===== src/rtl/dmem_arb.sv =====
// ============================================================================
// Module   : dmem_arb
// Purpose  : Round-robin arbiter granting two requesters one-at-a-time access
//            to a single-ported 32-bit data memory with registered read data.
// Revision : 1.0 - initial release
// ============================================================================
`default_nettype none

module dmem_arb #(
    parameter int DEPTH = 8
) (
    input  logic        clk,
    input  logic        rst,
    input  logic        p0_req,
    input  logic        p0_we,
    input  logic [31:0] p0_addr,
    input  logic [31:0] p0_wdata,
    input  logic        p1_req,
    input  logic        p1_we,
    input  logic [31:0] p1_addr,
    input  logic [31:0] p1_wdata,
    output logic        p0_ack,
    output logic        p0_err,
    output logic [31:0] p0_rdata,
    output logic        p1_ack,
    output logic        p1_err,
    output logic [31:0] p1_rdata,
    output logic        mem_dwe,
    output logic [31:0] mem_rr,
    output logic [31:0] mem_wr,
    output logic [31:0] mem_w,
    input  logic [31:0] mem_r,
    output logic        busy
);

    localparam logic [31:0] c_limit = 32'(4 * DEPTH);

    typedef enum logic [1:0] {
        IDLE  = 2'd0,
        ISSUE = 2'd1,
        CAPT  = 2'd2,
        RESP  = 2'd3
    } state_t;

    state_t      r_state;
    logic        r_ptr;
    logic        r_id;
    logic        r_we;
    logic [31:0] r_addr;
    logic [31:0] r_wdata;
    logic [31:0] r_p0_rdata;
    logic [31:0] r_p1_rdata;

    logic        w_sel;
    logic        w_gnt_we;
    logic [31:0] w_gnt_addr;
    logic [31:0] w_gnt_wdata;
    logic        w_lat_err;

    function automatic logic addr_bad(input logic [31:0] a);
        return (a[1:0] != 2'b00) || (a >= c_limit);
    endfunction

    // A lone requester wins outright; the pointer only breaks ties.
    always_comb begin
        w_sel       = 1'b0;
        w_gnt_we    = p0_we;
        w_gnt_addr  = p0_addr;
        w_gnt_wdata = p0_wdata;
        if (p0_req && p1_req) begin
            w_sel = r_ptr;
        end else begin
            w_sel = p1_req;
        end
        if (w_sel) begin
            w_gnt_we    = p1_we;
            w_gnt_addr  = p1_addr;
            w_gnt_wdata = p1_wdata;
        end
    end

    always_ff @(posedge clk or posedge rst) begin
        if (rst) begin
            r_state    <= IDLE;
            r_ptr      <= 1'b0;
            r_id       <= 1'b0;
            r_we       <= 1'b0;
            r_addr     <= '0;
            r_wdata    <= '0;
            r_p0_rdata <= '0;
            r_p1_rdata <= '0;
        end else begin
            case (r_state)
                IDLE: begin
                    if (p0_req || p1_req) begin
                        r_id    <= w_sel;
                        r_we    <= w_gnt_we;
                        r_addr  <= w_gnt_addr;
                        r_wdata <= w_gnt_wdata;
                        r_ptr   <= ~w_sel;
                        r_state <= addr_bad(w_gnt_addr) ? RESP : ISSUE;
                    end
                end
                ISSUE: begin
                    r_state <= r_we ? RESP : CAPT;
                end
                CAPT: begin
                    if (r_id) begin
                        r_p1_rdata <= mem_r;
                    end else begin
                        r_p0_rdata <= mem_r;
                    end
                    r_state <= RESP;
                end
                RESP: begin
                    r_state <= IDLE;
                end
                default: begin
                    r_state <= IDLE;
                end
            endcase
        end
    end

    // Outputs decode directly from state so an async reset clears them at once.
    assign w_lat_err = addr_bad(r_addr);
    assign busy      = (r_state != IDLE);
    assign mem_dwe   = (r_state == ISSUE) && r_we;
    assign mem_rr    = r_addr;
    assign mem_wr    = r_addr;
    assign mem_w     = r_wdata;
    assign p0_ack    = (r_state == RESP) && !r_id;
    assign p1_ack    = (r_state == RESP) && r_id;
    assign p0_err    = p0_ack && w_lat_err;
    assign p1_err    = p1_ack && w_lat_err;
    assign p0_rdata  = r_p0_rdata;
    assign p1_rdata  = r_p1_rdata;

endmodule

`default_nettype wire


===== config.mk =====
export PLATFORM = sky130hd
export DESIGN_NAME = dmem_arb
export DESIGN_NICKNAME = d
export VERILOG_FILES = /design/src/rtl/dmem_arb.sv
export SDC_FILE = /design/constraint.sdc
export NUM_CORES = 1
export LEC_CHECK = 0
export ABC_CLOCK_PERIOD_IN_PS = 4600
export BUFFER_PORTS_ARGS = -buffer_cell sky130_fd_sc_hd__clkbuf_2
export CAP_MARGIN = 20
export CORE_ASPECT_RATIO = 1.75
export CORE_UTILIZATION = 33
export CTS_CLUSTER_SIZE = 16
export DETAILED_ROUTE_END_ITERATION = 16
export REMOVE_ABC_BUFFERS = 1
export SLEW_MARGIN = 20
export SYNTH_ARGS = -nofsm -noshare
export SYNTH_HDL_FRONTEND = slang
export SYNTH_SLANG_ARGS = --single-unit

===== constraint.sdc =====
create_clock -name clk -period 4.6 [get_ports clk]
set_clock_uncertainty 0.1 [all_clocks]
set_input_delay 0.46 -clock clk [delete_from_list [all_inputs] [get_ports clk]]
set_output_delay 0.46 -clock clk [all_outputs]
set_load 0.1 [all_outputs]

=== After elaboration in Yosys (flattened, before gate mapping) ===
Index checks and enable logic that the tools add are counted.

* Register bits: 133
* Input bits: 166
* Output and inout port bits: 166
* Logic and storage cells: 41

* Order comparisons: 2
* Equality and inequality tests: 4
* Multiplexer cells: 8
* Bitwise gates (word level): 2
* Reduce and logical (&&, ||, !) cells: 17

{| class="wikitable"
|+ Operator list
! kind !! count
|-
| 32-bit by 6-bit >= comparator with 1-bit output, second input constant || 2
|-
| 32-bit 2-to-1 mux || 2
|-
| 2-bit case mux with 4 select lines || 1
|-
| 1-bit logical AND || 6
|-
| 2-bit AND reduction || 3
|-
| 2-bit nonzero test || 3
|-
| 2-bit equality test, second input constant || 2
|-
| 2-bit 2-to-1 mux || 2
|-
| 1-bit logical OR || 3
|-
| 1-bit 2-to-1 mux || 3
|-
| 2-bit by 1-bit equality test with 1-bit output, second input constant || 1
|-
| 2-bit zero test || 1
|-
| 2-bit != test, second input constant || 1
|-
| 1-bit NOT || 2
|-
| 1-bit zero test || 1
|}

=== Logic depth before layout (Yosys ltp) ===
* Depth in word-level cells: 8
* Mapped depth: 7

=== Least setup slack after synthesis ===
OpenSTA, ideal clock, no wires.

* Kind: register to output
* Start point: reg r_state[0]
* End point: out p0_err
* Data arrival time: 3.398 ns
* Data required time: 4.040 ns
* Path slack: 0.642 ns
* Stages on the path, launching flop included: 4
* Buffers on the path: 0
* Cell sequence: dfrtp_1 > ha_1 > nor2b_1 > nor2b_1

* Cells in the longest elaborated chain, start to end: 3

{| class="wikitable"
|+ Ends and longest elaborated chain
! element !! RTL line !! text
|-
| from (decl) || 45 || <nowiki>state_t r_state;</nowiki>
|-
| from (signal assigned) || 101 || <nowiki>r_state <= addr_bad(w_gnt_addr) ? RESP : ISSUE;</nowiki>
|-
| from (signal assigned) || 105 || <nowiki>r_state <= r_we ? RESP : CAPT;</nowiki>
|-
| 2-bit equality test || 132 || <nowiki>assign p0_ack = (r_state == RESP) && !r_id;</nowiki>
|-
| 1-bit logical AND || 132 ||
|-
| via p0_ack || 22 || <nowiki>output logic p0_ack,</nowiki>
|-
| 1-bit logical AND || 134 || <nowiki>assign p0_err = p0_ack && w_lat_err;</nowiki>
|-
| to (decl) || 23 || <nowiki>output logic p0_err,</nowiki>
|}

The timed path passes the listed nets, and every way through them passes these cells.

=== Final worst setup path ===
* Start point: reg r_addr[17] (netlist: mem_rr[17])
* End point: out p0_err

* Cells in the longest elaborated chain, start to end: 3

{| class="wikitable"
|+ Ends and longest elaborated chain
! element !! RTL line !! text
|-
| from (decl) || 49 || <nowiki>logic [31:0] r_addr;</nowiki>
|-
| from (signal assigned) || 98 || <nowiki>r_addr <= w_gnt_addr;</nowiki>
|-
| 32-bit by 6-bit >= comparator with 1-bit output || 61 || <nowiki>return (a[1:0] != 2'b00) || (a >= c_limit);</nowiki>
|-
| 1-bit logical OR || 61 ||
|-
| 1-bit logical AND || 134 ||
|}

Every way passes these cells.

==> impl_metrics.ini <==
[status]
status = finished clean

[die]
ioPinCount = 332
die-area_um2 = 18800
floorplan_core_area_um2 = 17970
chipHeight_um = 180.6
num_rows = 65
start_util = 0.3348
die_w_um = 104.1

[synth]
post_synth.cell_area_avg_um2 = 11.55
synth.lib_cells_used.distinct = 35
syn_area_um2 = 6018
synth_compound_area_frac = 0.1098
synth_xor_area_frac = 0
synth.yosys.warnings = 0
ys_ff_latch = 133
synth_simple_gate_area_frac = 0.08586
number_of_instances_in_the_synthesized_netlist = 521
sequential_area_share_after_synthesis = 0.5530
ys.flop_type = dfrtp_1
synth.area.mux_share = 0.1730
area_share_of_fa_ha_maj_cells_after_synthesis = 0.008316
dominant_combinational_cell_family_by_area_after_synthesis = multiplexers
async_flop_share = 1.000
synth-edff-count = 0

[place]
place_worst_setup_slack_ns = 2.247
place_area_um2 = 7621
place.port_buffers = 331
routabilityCongestion = 0.8350
dpl.hpwl_um = 13810

[timing]
fmaxAchievable_mhz = 370.7
setup-violations-final = 0
setup_total_negative_slack_ns = 0
final-max-slew-violation-count = 0
min_period_over_period = 0.5865
finalHoldViolCount = 0
normalized_max_slew_margin = 0.3663
post_route_worst_setup_slack_ns = 1.902
min_period_ns = 2.698
tightest_slew_ns = 0.9506
grt_setup_unrepaired = no

[run]
max-cap-violations = 0

[setup_path]
crit_path_end_kind = primary output
ff2ff_path_depth = 4
r2r-end = p0_rdata[17]$_DFFE_PP0P_
worst-endpoint-arrival_ns = 2.14
timing_worst_setup_path_type = reg -> out
critical_path.max_fanout = 4
reg_to_reg_setup_timing_slack_ns = 2.56
worstSetupEndpoint = p0_err
critical_path.reg2reg.startpoint = r_state[0]$_DFFE_PP0P_
critPathRequiredTime_ns = 4.04
start_kind = flop
timing.critical_path.from = mem_rr[17]$_DFFE_PP0P_

[routing]
highest_layer = met4
total_wirelength_um = 17890
post_drt_wl_per_cell_um = 16.88
drc = 0
post_route_m1_wl_um = 7336
final_antenna_net_count = 0
post_drt_via_cell_ratio = 4.729
wl_met2_um = 9446
detailroute.wirelength.met3_um = 597
detailedRoute.firstIterationViolations = 147
route.vias.total = 5013
detail_route.first_pass.iterations = 4

[clock_tree]
cts_max_level = 4
cts-hold-fix-buffers = 0
clock_latency_ns = 0.41
clk_pin_slew_worst_paths_ns = 0.06
cts_tree = built
cts_resized = 0
clock-root-buffer = clkbuf_16
cts-buffers-inserted = 17
cts.repair_timing.setup_buffer_count = 0
max-clock-path-buffers = 2
cts_num_sinks = 133

[global_routing]
initial_antenna_violation_count = 0
grt.total_usage = 0.1941
grt_overflow = 0
number_of_global_route_vias_before_repair = 4919
grt_max_degree = 108
wire_length_of_the_first_global_routing_pass_um = 27610

[finish]
nets = 983
layout-area-overhead-vs-synth_pct = 36.44
number_of_antenna_diodes = 0
share_of_post_route_cells_with_drive_strength_above_1 = 0.5303
layout.cell_area.non_filler_um2 = 8212

[hold_path]
worstHoldPathType = in -> async
-- cell usage in the layout, fill, tap and decap left out, types with 7 or more instances in the layout --
cell / netlist / layout
mux2i_1: 32 / 32
mux2_2: 62 / 62
clkbuf_16: 0 / 17
dfrtp_1: 133 / 133
nand2_1: 68 / 68
nor2_1: 7 / 7
a22oi_1: 33 / 33
nor4_1: 16 / 16
o21ai_0: 61 / 61
clkbuf_2: 0 / 331
-- logic make-up (layout without fill, tap and decap cells) --
group,after synthesis,in the layout
mux,96,96
flops,133,133
fa+ha+maj,4,4
buf+inv,68,373
compound gates,109,109
simple gates,111,111
-- registers in the layout (all words and copies together), names as in the netlist --
| register | cells |
|---|---|
| r_we | 1 |
| p1_rdata | 32 |
| mem_w | 32 |
| r_ptr | 1 |
| p0_rdata | 32 |
| r_state | 2 |
| r_id | 1 |
| mem_rr | 32 |
-- worst max-delay path, stage by stage (launching register included) --
cell and delay (ns):
dfrtp_1 0.41, nor4_1 0.37, nand4_1 0.20, nor2_1 0.29
nor2b_1 0.08, clkbuf_2 0.37
-- through the flow --
step / std cells / utilization / hold WS, ns
after floorplan: 457 / - / 0.3413
after global placement: 1028 / 0.4240 / 0.3622
after CTS: 1060 / 0.4569 / 0.1630
final: 1060 / 0.4569 / 0.1740
after detailed placement: 1028 / 0.4240 / 0.3697
after global routing: 1060 / 0.4569 / 0.1718
-- synth_stat cells (2+ instances only) --
cell	n	area share
o21ai_1	6	0.0050
buf_2	13	0.011
and2_1	2	0.0021
inv_1	3	0.0019
o21ai_0	61	0.051
mux2i_1	32	0.053
nand2b_1	2	0.0021
nand4_1	5	0.0052
ha_1	4	0.0083
a22oi_1	33	0.041
clkbuf_1	14	0.0087
nand2_1	68	0.042
buf_4	34	0.042
or4_1	2	0.0025
nor3_1	2	0.0017
dfrtp_1	133	0.55
nor2b_1	3	0.0031
nor4_1	16	0.017
buf_6	3	0.0056
nor2_1	7	0.0044
a211oi_1	2	0.0025
mux2_1	2	0.0037
mux2_2	62	0.12
-- how the worst min path moves through the flow --
stage | end | slack (ns) | cells past startpoint
6_report | p0_rdata[4]$_DFFE_PP0P_ | 0.17 | 2
2_1_floorplan | r_ptr$_DFFE_PP0P_ | 0.34 | 2
4_1_cts | p0_rdata[23]$_DFFE_PP0P_ | 0.16 | 2
5_1_grt | p0_rdata[23]$_DFFE_PP0P_ | 0.17 | 2
3_5_place_dp | mem_w[24]$_DFFE_PP0P_ | 0.37 | 2
3_3_place_gp | mem_w[26]$_DFFE_PP0P_ | 0.36 | 2
-- routing by layer --
layer  up-vias  GRT usage
met5         -          0
met4         0    0.08457
met3        28    0.03544
met2       173     0.3411
met1      2391     0.2294
li1       2421          -
-- area by class of cell --
type | count | area [um2]
clock buffer | 19 | 442.9
inverter | 4 | 20.02
timing repair buffer | 337 | 1702
clock inverter | 13 | 147.6
sequential | 133 | 3328
tap | 234 | 292.8
multi-input combinational | 320 | 2278
fill | 1814 | 9762
Power is not shown: default switching activity piles up to over one toggle a cycle in this logic, so the estimate is an artifact.
